[config.mk]
export PLATFORM = sky130hd
export DESIGN_NAME = wallace_cpa_acc
export DESIGN_NICKNAME = d
export VERILOG_FILES = /design/src/rtl/wallace_cpa_acc.sv
export SDC_FILE = /design/constraint.sdc
export NUM_CORES = 1
export LEC_CHECK = 0
export CAP_MARGIN = 15
export CORE_ASPECT_RATIO = 0.7
export CORE_UTILIZATION = 55
export DETAILED_ROUTE_END_ITERATION = 6
export PLACE_DENSITY = 0.78
export SETUP_SLACK_MARGIN = 0.05
export SYNTH_ARGS = -nofsm -noshare
export SYNTH_HDL_FRONTEND = slang
export SYNTH_SLANG_ARGS = --single-unit
[constraint.sdc]
create_clock -name clk -period 10 [get_ports clk]
set_clock_uncertainty 0.05 [all_clocks]
set_input_delay 1 -clock clk [delete_from_list [all_inputs] [get_ports clk]]
set_output_delay 1 -clock clk [all_outputs]
set_load 0.01 [all_outputs]
[src/rtl/wallace_cpa_acc.sv]
// Carry-propagate resolve of the Wallace carry-save product, TAPS-deep window accumulation,
// round-half-up / arithmetic shift / saturate, and a valid/ready result port.
module wallace_cpa_acc #(
    parameter int WIDTH_DATA = 16,
    parameter int TAPS       = 3,
    parameter int ACC_WIDTH  = 40,
    parameter int SHIFT      = 8,
    parameter int OUT_WIDTH  = 16
) (
    input  logic                    clk,
    input  logic                    rst_n,
    input  logic                    in_valid,
    output logic                    in_ready,
    input  logic [2*WIDTH_DATA-1:0] sum_in,
    input  logic [2*WIDTH_DATA-1:0] cout_in,
    output logic                    out_valid,
    input  logic                    out_ready,
    output logic [OUT_WIDTH-1:0]    out_data,
    output logic                    out_sat
);

    localparam int PW    = 2 * WIDTH_DATA;
    localparam int CNT_W = (TAPS > 1) ? $clog2(TAPS) : 1;
    localparam logic [CNT_W-1:0] LAST_TAP = CNT_W'(TAPS - 1);
    localparam logic [ACC_WIDTH:0] RND_ONE = (ACC_WIDTH + 1)'(1);
    localparam logic [ACC_WIDTH:0] RND =
        (SHIFT > 0) ? (RND_ONE << ((SHIFT > 0) ? (SHIFT - 1) : 0)) : '0;

    logic                        stall;
    logic                        accept;
    logic                        window_done;

    logic                        v1;
    logic [PW-1:0]               p1;
    logic signed [ACC_WIDTH-1:0] acc;
    logic [CNT_W-1:0]            tap_cnt;

    logic signed [ACC_WIDTH-1:0] p1_ext;
    logic signed [ACC_WIDTH-1:0] acc_next;
    logic signed [ACC_WIDTH:0]   rnd_sum;
    logic signed [ACC_WIDTH:0]   r_shift;
    logic [ACC_WIDTH-OUT_WIDTH+1:0] r_upper;
    logic                        clip;
    logic [OUT_WIDTH-1:0]        sat_val;

    assign stall       = out_valid & ~out_ready;
    assign in_ready    = rst_n & ~stall;
    assign accept      = in_valid & in_ready;
    assign window_done = v1 & ~stall & (tap_cnt == LAST_TAP);

    // One extra bit of headroom so the rounding constant can never wrap the sum.
    assign p1_ext   = ACC_WIDTH'($signed(p1));
    assign acc_next = acc + p1_ext;
    assign rnd_sum  = $signed({acc_next[ACC_WIDTH-1], acc_next}) + $signed(RND);
    assign r_shift  = rnd_sum >>> SHIFT;

    // Fits in OUT_WIDTH only when every bit above the output sign bit matches it.
    assign r_upper = r_shift[ACC_WIDTH:OUT_WIDTH-1];
    assign clip    = ~((&r_upper) | ~(|r_upper));

    always_comb begin
        sat_val = r_shift[OUT_WIDTH-1:0];
        if (clip) begin
            sat_val = r_shift[ACC_WIDTH] ? {1'b1, {(OUT_WIDTH-1){1'b0}}}
                                         : {1'b0, {(OUT_WIDTH-1){1'b1}}};
        end
    end

    always_ff @(posedge clk) begin
        if (!rst_n) begin
            v1 <= 1'b0;
            p1 <= '0;
        end else if (!stall) begin
            v1 <= accept;
            if (accept) begin
                p1 <= sum_in + (cout_in << 1);
            end
        end
    end

    always_ff @(posedge clk) begin
        if (!rst_n) begin
            acc     <= '0;
            tap_cnt <= '0;
        end else if (v1 && !stall) begin
            if (tap_cnt == LAST_TAP) begin
                acc     <= '0;
                tap_cnt <= '0;
            end else begin
                acc     <= acc_next;
                tap_cnt <= tap_cnt + CNT_W'(1);
            end
        end
    end

    // A completing window overwrites a result being handed off in the same cycle.
    always_ff @(posedge clk) begin
        if (!rst_n) begin
            out_valid <= 1'b0;
            out_data  <= '0;
            out_sat   <= 1'b0;
        end else if (window_done) begin
            out_valid <= 1'b1;
            out_data  <= sat_val;
            out_sat   <= clip;
        end else if (out_valid && out_ready) begin
            out_valid <= 1'b0;
        end
    end

endmodule
==> flow_summary.ini <==
[outcome]
status = finished clean

[clock_tree]
tritoncts = built
cts_max_level = 3
cts.sinks = 93
root_buffer = clkbuf_16
clock_latency_ns = 0.35
numCtsBuffers = 9
clk_pin_slew_ns = 0.07
clock_path_buffers = 2
cts_hold_buf = 0
cts_setup_buffers = 0
post_cts_resized = 0

[yosys]
syn_avg_cell_area_sq_um = 7.78
ys_ff_latch = 93
synth_fa_ha_area_frac = 0.114
synthCells = 1036
async_reset_ff_frac = 0
synth_top_area_share = 0.231
synth_edf_count = 0
synth_area_sq_um = 8060
ys.flop_type = dfxtp_1
seq_area_frac_synth = 0.231
muxShareOfSynthArea = 0.00621
synth_top_family_by_area = compound AO/OA/AOI/OAI gates
synth_area_leader_cell = dfxtp_1
ys_top_cells_by_area = dfxtp_1 (23%), ha_1 (11%), xnor2_1 (5.1%)
syn_nets = 1176
synth_xor_area_frac = 0.0846
yosys.area_share.simple = 0.258
synth_compound_area_frac = 0.269
synth.distinct_cells = 75
ys_warn_count = 0

[placement]
io_buffers = 85
place_congestion = 0.977
dp_hpwl_um = 15200
post-place-ws_ns = 4.90

[sta]
relSlewSlack = 0.286
post-route-period-util = 0.527
maxSlewViolCount = 0
fmax_ghz = 0.190
rsz0062_at_grt = false
setup_violations = 0
final.setup.worst_slack_ns = 4.73
finalHoldViolations = 0
period_minus_slack_ns = 5.27
worst_slew_pin_slew_ns = 1.07
tns_ns = 0

[grt]
grt_max_degree = 82
antenna_found_initial = 0
track_usage = 0.272
grt_pass1_wl_um = 34000
grt_pass1_vias = 7139
overflow = 0

[cells_and_area]
drive_gt1_frac = 0.0529
antennaDiodeCount = 0
mostFrequentLayoutCells = nand2_1 (96), dfxtp_1 (93), clkdlybuf4s50_1 (84)
area_delta_synth_final_pct = 15.3
fin_nets = 1231
final_common_cell = nand2_1
fill_cells = 1253

[power]
power.density_nw_per_um2 = 130
ir_drop_uv = 103
p_leak_nw = 3.56

[floorplanning]
start_util = 0.572
die_h_um = 103
row_count = 36
die-area_sq_um = 15200
io_pins = 87
die_w_um = 147
core_area_sq_um = 14100

[route]
routedWlPerCell_um = 15.7
drt_iter0_markers = 564
ant_nets = 0
wirelength_um = 20200
num_vias = 7838
drc_errors = 0
vias_per_cell = 6.09
dr.pass1.iters = 6

[worst_setup_path]
slowest_delay_ns = 0.65
worst-path-max-fanout = 17
worstSetupEndpointType = flip-flop
cp_slowest_cell = nor4_2
cp_cell_sequence = ha_1 > fa_1 > nand3_1 > a211oi_2 > o21ai_0 > a31oi_1 > a2111oi_4 > nand4_2 > nor4_2 > nand4_1 > nor2_1 > and2_1 > xnor2_1 > nand4_2 > a21o_1 > o21ai_0
startpoint_type = flip-flop
critPathArrivalTime_ns = 5.50
path_class = flip-flop to flip-flop
worstPathRequired_ns = 10.22

[job]
drv_cap = 0

[hold_path]
hold_class = flip-flop to flip-flop
metrics by stage:
stage	area, sq um	hold slack, ns	total power, mW	utilization	cells
6_report	9290	0.401	1.20	0.659	1286
5_1_grt	9290	0.430	1.28	0.659	1286
4_1_cts	9290	0.402	1.20	0.659	1286
2_1_floorplan	8060	0.395	0.744	-	1036
3_3_place_gp	8980	0.390	0.842	0.637	1270
3_5_place_dp	8980	0.394	0.848	0.637	1270
area by class of cell:
type                    instances  area (sq um)  area share
multi-input cells             868          5900       0.635
flip-flops and latches         93          1860       0.200
repair buffers                 88           868      0.0935
well taps                     190           238      0.0256
clock buffers                   9           225      0.0242
inverters                      31           116      0.0125
clock inverters                 7          80.1     0.00862
power by group:
part	internal, mW	leakage (nW)	switching, mW
clock network	0.198	0.154	0.159
logic	0.178	2.65	0.251
registers	0.397	0.759	0.0205
total	0.774	3.56	0.430
registers in the layout (all words and copies together) (netlist names):
name and count:
acc 40, p1 32, out_valid 1, out_sat 1, out_data 16, v1 1
tap_cnt 2
cells by family after synthesis:
logic type	count (synthesis)
buffers and inverters	75
adder cells (fa/ha/maj)	72
AND/OR/NAND/NOR	384
flip-flops	93
XOR/XNOR	77
multiplexers	5
AO/OA/AOI/OAI	330
cell usage after synthesis (29+ instances only):
master	instances
dfxtp_1	93
clkbuf_1	32
nor2b_1	38
inv_1	31
xnor2_1	47
ha_1	70
nand2_1	97
a22oi_1	30
nand3_1	60
xor2_1	29
a21oi_1	66
nor2_1	59
o21ai_0	79
critical path, delay by kind of cell (launching register included):
kind,cells,cell delay (ns)
DFF,1,0.32
AOI/OAI and AO/OA,6,1.88
adders and majority gates,2,0.67
xor gates and xnor gates,1,0.15
and+or+nand+nor,7,2.11
path summary, 6_finish.rpt:
kind,start,end,slack [ns],cells past startpoint
setup / recovery,p1[0]$_SDFFE_PN0P_,out_data[4]$_SDFFE_PN0P_,4.73,16
hold / removal,out_data[10]$_SDFFE_PN0P_,out_data[10]$_SDFFE_PN0P_,0.40,2
setup reg to reg,p1[0]$_SDFFE_PN0P_,out_data[4]$_SDFFE_PN0P_,4.73,16
hold reg to reg,out_data[10]$_SDFFE_PN0P_,out_data[10]$_SDFFE_PN0P_,0.40,2
metal layers:
layer | global-route usage | wire length, um | up-vias
met2 | 0.451 | 8870 | 211
li1 | - | - | 3938
met5 | 0 | 0 | -
met4 | 0.0561 | 244 | 0
met3 | 0.0430 | 1120 | 22
met1 | 0.376 | 9930 | 3667
No activity file was read; power rests on OpenSTA's default activity.
